File: config.mk
export PLATFORM = sky130hd
export DESIGN_NAME = mem_resp_queue
export DESIGN_NICKNAME = d
export VERILOG_FILES = /design/src/rtl/mem_resp_queue_pkg.sv /design/src/rtl/mem_resp_queue_ld_align.sv /design/src/rtl/mem_resp_queue.sv
export SDC_FILE = /design/constraint.sdc
export NUM_CORES = 1
export LEC_CHECK = 0
export BUFFER_PORTS_ARGS = -buffer_cell sky130_fd_sc_hd__buf_2
export CAP_MARGIN = 20
export CORE_UTILIZATION = 41
export DETAILED_ROUTE_END_ITERATION = 6
export SETUP_SLACK_MARGIN = 0.3
export SLEW_MARGIN = 20
export SYNTH_ARGS = -nofsm -noshare
export SYNTH_HDL_FRONTEND = slang
export SYNTH_SLANG_ARGS = --single-unit
File: constraint.sdc
create_clock -name clk -period 3.6 [get_ports clk]
set_input_delay 0.72 -clock clk [delete_from_list [all_inputs] [get_ports clk]]
set_output_delay 0.72 -clock clk [all_outputs]
set_load 0.1 [all_outputs]
File: src/rtl/mem_resp_queue_pkg.sv
// Shared definitions for the EX->WB memory response queue.
package mem_resp_queue_pkg;

    typedef enum logic [1:0] {
        LD_SIZE_B = 2'd0,
        LD_SIZE_H = 2'd1,
        LD_SIZE_W = 2'd2,
        LD_SIZE_D = 2'd3
    } ld_size_e;

    localparam int MS_PAY_WD = 200;

endpackage

File: src/rtl/mem_resp_queue_ld_align.sv
// Combinational load aligner: picks the addressed bytes and sign/zero extends them.
module ld_align
    import mem_resp_queue_pkg::*;
#(
    parameter int DATA_W = 32,
    parameter int OFF_W  = $clog2(DATA_W / 8)
) (
    input  logic [DATA_W-1:0] data,
    input  logic [1:0]        size,
    input  logic              is_unsigned,
    input  logic [OFF_W-1:0]  offset,
    output logic [DATA_W-1:0] result
);

    logic [DATA_W-1:0] shifted;
    logic              sign_bit;
    logic              ext_bit;
    int                nbits;

    always_comb begin
        shifted = data >> {offset, 3'b000};
        nbits   = 8 << size;
        case (size)
            LD_SIZE_B: sign_bit = shifted[7];
            LD_SIZE_H: sign_bit = shifted[15];
            LD_SIZE_W: sign_bit = shifted[31];
            default:   sign_bit = shifted[DATA_W-1];
        endcase
        ext_bit = is_unsigned ? 1'b0 : sign_bit;
        result  = '0;
        for (int i = 0; i < DATA_W; i++) begin
            result[i] = (i < nbits) ? shifted[i] : ext_bit;
        end
    end

endmodule

File: src/rtl/mem_resp_queue.sv
// In-order queue between EX and WB tracking outstanding loads; responses of
// flushed loads are swallowed by a cancel counter.
module mem_resp_queue
    import mem_resp_queue_pkg::*;
#(
    parameter int DATA_W = 32,
    parameter int PAY_W  = MS_PAY_WD,
    parameter int DEPTH  = 2,
    parameter int CNT_W  = 3,
    parameter int OFF_W  = $clog2(DATA_W / 8)
) (
    input  logic              clk,
    input  logic              resetn,
    input  logic              es_to_ms_valid,
    output logic              ms_allowin,
    input  logic [PAY_W-1:0]  es_payload,
    input  logic              es_is_load,
    input  logic [1:0]        es_ld_size,
    input  logic              es_ld_unsigned,
    input  logic [OFF_W-1:0]  es_addr_low,
    input  logic              data_sram_data_ok,
    input  logic [DATA_W-1:0] data_sram_rdata,
    input  logic              flush,
    output logic              ms_to_ws_valid,
    input  logic              ws_allowin,
    output logic [PAY_W-1:0]  ms_payload,
    output logic [DATA_W-1:0] ms_ld_result,
    output logic [CNT_W-1:0]  ms_pending_cnt,
    output logic              ms_cancel_busy
);

    localparam int PTR_W = $clog2(DEPTH);
    localparam int OCC_W = PTR_W + 1;

    logic [DEPTH-1:0]  valid_q, is_load_q, got_q, uns_q;
    logic [PAY_W-1:0]  pay_q  [DEPTH];
    logic [1:0]        size_q [DEPTH];
    logic [OFF_W-1:0]  off_q  [DEPTH];
    logic [DATA_W-1:0] data_q [DEPTH];

    logic [PTR_W-1:0] rd, wr, rp;
    logic [OCC_W-1:0] occ;
    logic [CNT_W-1:0] pend_q, cancel_q;

    logic rp_found, full, enq, deq;
    logic cancel_zero, pend_zero;
    logic ok_cancel, ok_pend, ok_enq, enq_pend;
    logic head_load, bypass;
    logic [DATA_W-1:0] head_data, aligned;

    // rp is the first load still waiting for data, searched from the head
    always_comb begin
        logic [PTR_W-1:0] idx;
        idx      = rd;
        rp       = rd;
        rp_found = 1'b0;
        for (int i = 0; i < DEPTH; i++) begin
            idx = rd + PTR_W'(i);
            if (!rp_found && valid_q[idx] && is_load_q[idx] && !got_q[idx]) begin
                rp       = idx;
                rp_found = 1'b1;
            end
        end
    end

    assign cancel_zero = (cancel_q == '0);
    assign pend_zero   = (pend_q == '0);
    assign full        = (occ == OCC_W'(DEPTH));

    assign ok_cancel = data_sram_data_ok && !cancel_zero;
    assign ok_pend   = data_sram_data_ok && cancel_zero && !pend_zero;
    assign ok_enq    = data_sram_data_ok && cancel_zero && pend_zero && enq && es_is_load;
    assign enq_pend  = enq && es_is_load && !ok_enq;

    assign head_load = valid_q[rd] && is_load_q[rd];
    assign bypass    = head_load && !got_q[rd] && ok_pend && rp_found && (rp == rd);

    assign ms_to_ws_valid = valid_q[rd] && (!is_load_q[rd] || got_q[rd] || bypass) && !flush;
    assign ms_allowin     = !full || (ms_to_ws_valid && ws_allowin);
    assign enq            = es_to_ms_valid && ms_allowin && !flush;
    assign deq            = ms_to_ws_valid && ws_allowin;

    assign head_data = got_q[rd] ? data_q[rd] : data_sram_rdata;

    ld_align #(.DATA_W(DATA_W), .OFF_W(OFF_W)) u_ld_align (
        .data        (head_data),
        .size        (size_q[rd]),
        .is_unsigned (uns_q[rd]),
        .offset      (off_q[rd]),
        .result      (aligned)
    );

    assign ms_payload     = pay_q[rd];
    assign ms_ld_result   = head_load ? aligned : '0;
    assign ms_pending_cnt = pend_q;
    assign ms_cancel_busy = !cancel_zero;

    always_ff @(posedge clk or negedge resetn) begin
        if (!resetn) begin
            valid_q   <= '0;
            is_load_q <= '0;
            got_q     <= '0;
            uns_q     <= '0;
            for (int i = 0; i < DEPTH; i++) begin
                pay_q[i]  <= '0;
                size_q[i] <= '0;
                off_q[i]  <= '0;
                data_q[i] <= '0;
            end
            rd       <= '0;
            wr       <= '0;
            occ      <= '0;
            pend_q   <= '0;
            cancel_q <= '0;
        end else if (flush) begin
            valid_q  <= '0;
            rd       <= '0;
            wr       <= '0;
            occ      <= '0;
            pend_q   <= '0;
            // every still-pending load now owes one response to be discarded
            cancel_q <= cancel_q + pend_q - CNT_W'(ok_cancel || ok_pend);
        end else begin
            if (ok_cancel) cancel_q <= cancel_q - 1'b1;
            if (ok_pend) begin
                got_q[rp]  <= 1'b1;
                data_q[rp] <= data_sram_rdata;
            end
            if (deq) begin
                valid_q[rd] <= 1'b0;
                rd          <= rd + 1'b1;
            end
            // enqueue last so a full-queue replace of the head slot wins
            if (enq) begin
                valid_q[wr]   <= 1'b1;
                is_load_q[wr] <= es_is_load;
                got_q[wr]     <= ok_enq;
                uns_q[wr]     <= es_ld_unsigned;
                pay_q[wr]     <= es_payload;
                size_q[wr]    <= es_ld_size;
                off_q[wr]     <= es_addr_low;
                data_q[wr]    <= data_sram_rdata;
                wr            <= wr + 1'b1;
            end
            occ    <= occ + OCC_W'(enq) - OCC_W'(deq);
            pend_q <= pend_q + CNT_W'(enq_pend) - CNT_W'(ok_pend);
        end
    end

endmodule

==> results of run 1 <==
## power groups by stage
stage               Combinational, W  Clock [W]  Sequential (W)
floorplan                     0.0120          0         0.00853
global placement              0.0141          0         0.00872
detailed placement            0.0142          0         0.00889
CTS                           0.0147    0.00578         0.00881
global route                  0.0154    0.00598         0.00910
finish                        0.0148    0.00561         0.00883
## worst max path at each step
stage,start,cells past startpoint,slack (ns),endpoint
6_report,rd,9,0.05,ms_ld_result[10]
3_3_place_gp,data_sram_rdata[31],8,-0.008,ms_ld_result[18]
4_1_cts,rd,7,0.01,ms_ld_result[29]
3_5_place_dp,data_sram_rdata[31],8,-0.13,ms_ld_result[17]
5_1_grt,rd,10,-0.04,ms_ld_result[10]
2_1_floorplan,rd,11,-0.06,ms_ld_result[4]
## cell usage in the layout (no fill, tap or decap), types with 8 or more instances in the layout
| master | count |
|---|---|
| dfrtp_1 | 486 |
| mux2_2 | 458 |
| buf_2 | 412 |
| mux2_1 | 200 |
| buf_4 | 81 |
| clkbuf_16 | 53 |
| buf_12 | 53 |
| mux2_4 | 39 |
| mux2i_1 | 33 |
| nor2_1 | 33 |
| nand2_1 | 23 |
| a21oi_1 | 20 |
| o21ai_0 | 19 |
| inv_1 | 17 |
| o21ai_1 | 17 |
| diode_2 | 15 |
| clkbuf_8 | 12 |
| o21ai_4 | 11 |
| a21oi_4 | 11 |
| a21oi_2 | 10 |
| buf_6 | 10 |
| ha_1 | 9 |
| clkinv_2 | 8 |
## cell families (layout without fill, tap and decap cells)
group	after synthesis	after routing	synth area share (%)
compound gates	121	121	3.10
mux	733	733	36.6
flops	490	490	53.9
fa+ha+maj	11	11	0.671
simple gates	94	94	1.86
xor+xnor	9	9	0.347
other cells	0	15	0
buf+inv	118	679	3.52
## metrics by stage
stage	total power (W)	instance area, um^2	TNS [ns]	instances	hold WS (ns)
3_3_place_gp	0.0228	26700	-0.00789	2752	0.461
5_1_grt	0.0305	29400	-0.243	2882	0.202
6_report	0.0292	29400	0	2891	0.149
3_5_place_dp	0.0231	26700	-0.397	2752	0.468
2_1_floorplan	0.0206	23100	-0.386	1576	0.424
4_1_cts	0.0293	29200	0	2868	0.225
## registers in the layout, summed over array words and instances, names as in the netlist
register        count
got_q               2
off_q               4
wr                  1
valid_q             2
pay_q             400
cancel_q            3
uns_q               2
rd                  1
is_load_q           2
data_q             64
size_q              4
occ                 2
ms_pending_cnt      3
## critical path, cell delays in order, from the launching register on
cell and delay, ns:
dfrtp_4 0.51, buf_4 0.17, mux2_2 0.40, nor2_4 0.14
o2bb2a_4 0.20, a21oi_4 0.18, o21bai_4 0.10, buf_12 0.15
a21oi_4 0.18, buf_12 0.20
## final cells by class
class | instances | area, um^2
clock inverter | 22 | 285
timing repair buffer | 567 | 4040
fill | 4606 | 24900
inverter | 18 | 67.6
multi-input combinational | 968 | 10300
tap | 739 | 925
clock buffer | 72 | 1520
antenna | 15 | 37.5
sequential | 490 | 12300
## layer usage
layer / routed length [um] / vias up
met5: 138 / -
met4: 1360 / 22
met3: 3650 / 101
met2: 29400 / 363
met1: 25600 / 7589
li1: - / 6716
## Yosys cell counts (2+ instances only)
cell,number,area (um^2)
nor2b_1,3,18.8
nor2_1,40,150
ha_1,9,113
o211ai_1,7,52.6
a21oi_1,41,205
o21ai_0,40,200
a21o_1,3,22.5
o21ai_1,10,50.1
or3_1,3,18.8
fa_1,2,40.0
mux2_1,200,2250
buf_6,15,169
clkbuf_1,15,56.3
buf_2,43,215
mux2i_1,35,350
inv_1,17,63.8
a31o_2,2,17.5
nand2b_1,4,25.0
nand3_1,2,10.0
mux2_2,467,5260
nand3b_1,3,22.5
dfrtp_1,490,12300
buf_8,12,180
xor2_1,3,26.3
xnor2_1,6,52.6
buf_4,15,113
o2111a_1,2,22.5
and3b_1,2,17.5
a211oi_1,9,67.6
mux2_4,30,450
nand2_1,28,105
nor3_1,3,15.0
## repair_timing
action,4_1_cts,5_1_grt
resized for setup,106,71
pin swaps,15,13
buffers inserted,20,8
setup endpoints to repair,174,97
cloned,2,0
==> summary.md, run 1 <==
| Metric | Value |
|---|---|
| GR peak layer | `met2` |
| P_int | `approximately 0.015 W` |
| Top Ports | `482` |
| Die extent in y | `~240 um` |
| Max-cap violations | `0` |
| CTS tree | `yes` |
| NetSw | `0.0138 W` |
| Number of flops mapped to enable cells by yosys | `0` |
| Initial Utilization | `a little over two fifths` |
| Layout cells sized above 1 | `roughly 58%` |
| Min-Delay Path Class | `primary input to asynchronous set/reset pin` |
| Hold_buf cts | `0` |
| DRT iter0 DRCs | `approximately 600` |
| Total Routing Usage GR | `between 20% and 30%` |
| Drt first pass iters | `5` |
| Slew HR | `between 30 and 40%` |
| Via density | `about 5` |
| Dpl ws | `-0.126 ns` |
| RR Endpoint | `ms_pending_cnt[1]` |
| Final antenna-violating net count | `0` |
| Fin crit share | `a little under 100%` |
| Final Max Slew Viols | `0` |
| Clock latency on the worst-skew pair | `roughly 0.60 ns` |
| Gate Count Post-Synth | `around 1,600` |
| DRC viols | `0` |
| Ys flop type | `dfrtp_1` |
| Met2 usage | `between 30% and 40%` |
| Reg2Reg Depth | `15` |
| Average size of a mapped cell | `~14 um^2` |
| I/O Buffers | `about 480` |
| Fin worst setup slack | `~0.046 ns` |
| Setup Skew | `~0.036 ns` |
| Initial antenna violation count | `27` |
| Setup crit end kind | `primary output` |
| Num CTS Buffers | `between 50 and 60` |
| Pin count of the biggest net entering global routing | `roughly 110` |
| Logic pwr share | `between 50% and 60%` |
| Fin util | `a little over half` |
| CTS Sinks | `slightly below 500` |
| H-tree Lvls | `2` |
| Pleak | `roughly 13 nW` |
| GR Overflow Total | `0` |
| Crit-path max FO | `7` |
| Met3 usage | `a little under 6%` |
| Core footprint | `0.0543 mm^2` |
| Max Fclk | `around 280 MHz` |
| Met1 usage | `a little over a quarter` |
| Clock transition at path regs | `about 0.060 ns` |
| Worst Setup Path Type | `register to primary output` |
| Fin nets | `around 2,400` |
| Post-synth ARST share | `100%` |
| Maximum root-to-sink buffer count | `3` |
| Status | `complete, no violations` |
| Register share of total power | `between 30% and 40%` |
| Number of global-route vias before repair | `around 16,000` |
| Clock power share | `19.2%` |
| Yosys Warn Count | `0` |
| Vias post-DR | `between 10,000 and 15,000` |
| RSZ-0062 raised after global routing | `yes` |
| Detail Placement HPWL | `41,800 um` |
| Clk root buf | `clkbuf_16` |
| Least-Margin Pin Slew | `about 0.96 ns` |
| Switch share | `a little under half` |
| #FFs+latches synth | `490` |
| Net count after synthesis | `1,831` |
| WL final | `between 60,000 and 70,000 um` |
| Post-Syn Area | `approximately 0.023 mm^2` |
| Die ar. | `approximately 0.056 mm^2` |
| Synth-to-Final Area Change | `29.3%` |
| Setup violations, final | `0` |
| Worst R2R Setup Slack | `between 0.2 and 0.3 ns` |
| Period minus WS final | `between 3 and 4 ns` |
| Final Hold Fails | `0` |
| Critical path arrival | `between 2 and 3 ns` |
| R2R Path Start | `rd` |
| FP Rows | `85` |
| Wire per inst | `~21 um` |
| VDD IR max | `roughly 0.8 mV` |
| Gpl congestion | `0.802` |
| Sequential share of the synthesized area | `a little over half` |
| PwrDens | `between 900 and 1000 mW/mm^2` |
| Die Width | `approximately 240 um` |
| Worst setup SP type | `register` |
| Unique masters post-synth | `between 40 and 50` |
| WP data required | `2.88 ns` |
| Global-route wire length before repair | `roughly 90,000 um` |
Note: power is estimated with default switching activity, not from simulation.
==> run 2, diff against run 1 <==
--- a/config.mk
+++ b/config.mk
@@ -7,6 +7,7 @@
 export LEC_CHECK = 0
 export BUFFER_PORTS_ARGS = -buffer_cell sky130_fd_sc_hd__buf_2
 export CAP_MARGIN = 20
+export CORE_MARGIN = 10
 export CORE_UTILIZATION = 41
 export DETAILED_ROUTE_END_ITERATION = 6
 export SETUP_SLACK_MARGIN = 0.3
==> run 2 against run 1 <==
Against the previous run: worst setup slack better by 0.024 ns; die area is 16% higher; core utilization is 0.37 points lower; combinational power hardly changed; via count is 0.71% higher; global-route usage is 2.2 points lower; register-to-register slack better by 0.11 ns; critical path depth is 2 higher.
==> summary.md, run 2 (synthesis results as in run 1) <==
| Metric | Value |
|---|---|
| Gpl congestion | `0.786 (-2.0%)` |
| Die ar. | `0.0653 mm^2 (+16%)` |
| CP cell instances | `buf_12, buf_6, clkbuf_16, mux2_2, mux2_4, nand2_2, o21ai_1, o21ai_1, buf_4, a21oi_4, buf_12` |
| CTS tree | `yes` |
| Clock power share | `18.4% (-0.8 points)` |
| Pleak | `13.0 nW (+0.32%)` |
| Fin nets | `2,360 (+0.30%)` |
| Max Fclk | `283 MHz (+0.69%)` |
| Logic pwr share | `51.6% (+1.1 points)` |
| Worst Setup Path Type | `register to primary output` |
| Setup tns final | `0 ns (unchanged)` |
| Number of global-route vias before repair | `15,900 (+0.79%)` |
| NetSw | `0.0139 W (+0.79%)` |
| Drt first pass iters | `4 (-1)` |
| Setup Skew | `0.0179 ns (-0.0186 ns)` |
| Dpl ws | `0.0837 ns (+0.210 ns)` |
| Fin crit share | `98.0% (-0.68 points)` |
| GR Overflow Total | `0 (unchanged)` |
| Die Width | `256 um (+7.6%)` |
| CTS Sinks | `490 (unchanged)` |
| Setup violations, final | `0 (unchanged)` |
| Pin count of the biggest net entering global routing | `114 (+1.8%)` |
| Total Routing Usage GR | `18.9% (-2.2 points)` |
| Hold_buf cts | `0 (unchanged)` |
| Die extent in y | `256 um (+7.6%)` |
| Switch share | `47.4% (+0.23 points)` |
| Clk root buf | `clkbuf_16` |
| Fin worst setup slack | `0.0708 ns (+0.0245 ns)` |
| Wire per inst | `22.2 um (+6.5%)` |
| Layout cells sized above 1 | `57.8% (about the same)` |
| Final Max Slew Viols | `0 (unchanged)` |
| Final antenna-violating net count | `0 (unchanged)` |
| Synth-to-Final Area Change | `30.0%` |
| DRC viols | `0 (unchanged)` |
| Status | `complete, no violations` |
| Via density | `5.13 (+0.36%)` |
| Max FFs per register | `400 (unchanged)` |
| VDD IR max | `0.708 mV (-12%)` |
| I/O Buffers | `481 (unchanged)` |
| Period minus WS final | `3.53 ns (-0.0245 ns)` |
| Max-cap violations | `0 (unchanged)` |
| Global-route wire length before repair | `98,100 um (+6.3%)` |
| Crit-path max FO | `5 (-2)` |
| Biggest regs | `pay_q: 400 flops, data_q: 64 flops` |
| Crit path largest cell delay | `0.50 ns (about the same)` |
| Clock transition at path regs | `0.06 ns (about the same)` |
| Detail Placement HPWL | `45,300 um (+8.5%)` |
| Least-Margin Pin Slew | `0.819 ns (-0.139 ns)` |
| Top Ports | `482 (unchanged)` |
| Most flop-heavy register | `pay_q` |
| Vias post-DR | `14,900 (+0.71%)` |
| Critical path arrival | `2.81 ns (-0.02 ns)` |
| Min-Delay Path Class | `primary input to asynchronous set/reset pin` |
| RSZ-0062 raised after global routing | `yes` |
| Commonest non-fill, non-tap cell in the layout | `dfrtp_1` |
| Final Hold Fails | `0 (unchanged)` |
| Slew HR | `45.4% (+9.3 points)` |
| Register share of total power | `30.0% (-0.2 points)` |
| Num CTS Buffers | `53 (unchanged)` |
| Clock latency on the worst-skew pair | `0.59 ns (about the same)` |
| DRT iter0 DRCs | `662 (+10%)` |
| H-tree Lvls | `2 (unchanged)` |
| Maximum root-to-sink buffer count | `3 (unchanged)` |
| Most frequent cells in the layout | `dfrtp_1 (486), mux2_2 (455), buf_2 (389)` |
| WL final | `64,300 um (+6.9%)` |
| Fin util | `53.8% (-0.37 points)` |
| FP Rows | `86 (+1.2%)` |
| Initial Utilization | `41.4% (-0.49 points)` |
| Setup crit end kind | `primary output` |
| P_int | `0.0154 W (-0.14%)` |
| WP data required | `2.88 ns (about the same)` |
| Initial antenna violation count | `24 (-11%)` |
| PwrDens | `990 mW/mm^2 (-0.19%)` |
| Core footprint | `0.0550 mm^2 (+1.2%)` |
| Worst setup SP type | `register` |
| Fill cell count | `4,606 (unchanged)` |
| Slowest cell on crit path | `dfrtp_4` |
-- run 2: cell type report --
class / count / area [um^2] / area share [%]
multi-input cells: 969 / 10300 / 35.0
inverters: 18 / 67.6 / 0.229
clock buffers: 81 / 1600 / 5.43
clock inverters: 11 / 113 / 0.381
diodes: 11 / 27.5 / 0.0931
well taps: 748 / 936 / 3.17
flip-flops and latches: 490 / 12300 / 41.5
repair buffers: 573 / 4200 / 14.2
-- run 2: final timing paths --
check | startpoint | endpoint | slack (ns) | cells past startpoint
hold reg to reg | pay_q[318] | pay_q[318] | 0.48 | 1
setup reg to reg | rd | ms_pending_cnt[1] | 0.39 | 14
max in group asynchronous | resetn | data_q[42] | 2.52 | 2
setup / recovery | rd | ms_ld_result[13] | 0.07 | 11
hold / removal | resetn | pay_q[376] | 0.14 | 1
min in group clk | es_payload[191] | pay_q[191] | 0.36 | 2
-- run 2: layer usage --
layer / share of wire (%) / GRT usage [%]
met3: 6.5 / 5.36
met1: 42 / 23.9
met2: 49 / 31.5
met5: 0.12 / 0
met4: 2.2 / 4.68
-- run 2: power groups by stage --
stage / registers, W / logic [W] / clock network, W
3_3_place_gp: 0.00870 / 0.0142 / 0
6_report: 0.00879 / 0.0151 / 0.00539
3_5_place_dp: 0.00887 / 0.0143 / 0
4_1_cts: 0.00878 / 0.0148 / 0.00554
2_1_floorplan: 0.00853 / 0.0120 / 0
5_1_grt: 0.00906 / 0.0158 / 0.00577
-- run 2: worst max-delay path: cells and delay by family (launching register included) --
family | cells | cell delay [ns]
buffers and inverters | 5 | 0.76
muxes | 2 | 0.57
DFF | 1 | 0.50
AOI/OAI and AO/OA | 3 | 0.29
and+or+nand+nor | 1 | 0.08
-- run 2: per-stage QoR --
step | power (W) | instance area, um^2 | std cells | hold slack, ns
after floorplan | 0.0206 | 23100 | 1576 | 0.424
after global placement | 0.0229 | 26600 | 2758 | 0.461
after detailed placement | 0.0232 | 26600 | 2758 | 0.468
after CTS | 0.0291 | 29000 | 2871 | 0.158
after global routing | 0.0306 | 29500 | 2893 | 0.166
final | 0.0293 | 29600 | 2901 | 0.142
-- run 2: timing repair --
item	in CTS	in global routing
buffers inserted	17	15
pin swaps	18	30
cloned	4	4
resized for setup	101	106
endpoints found under the setup margin	156	104
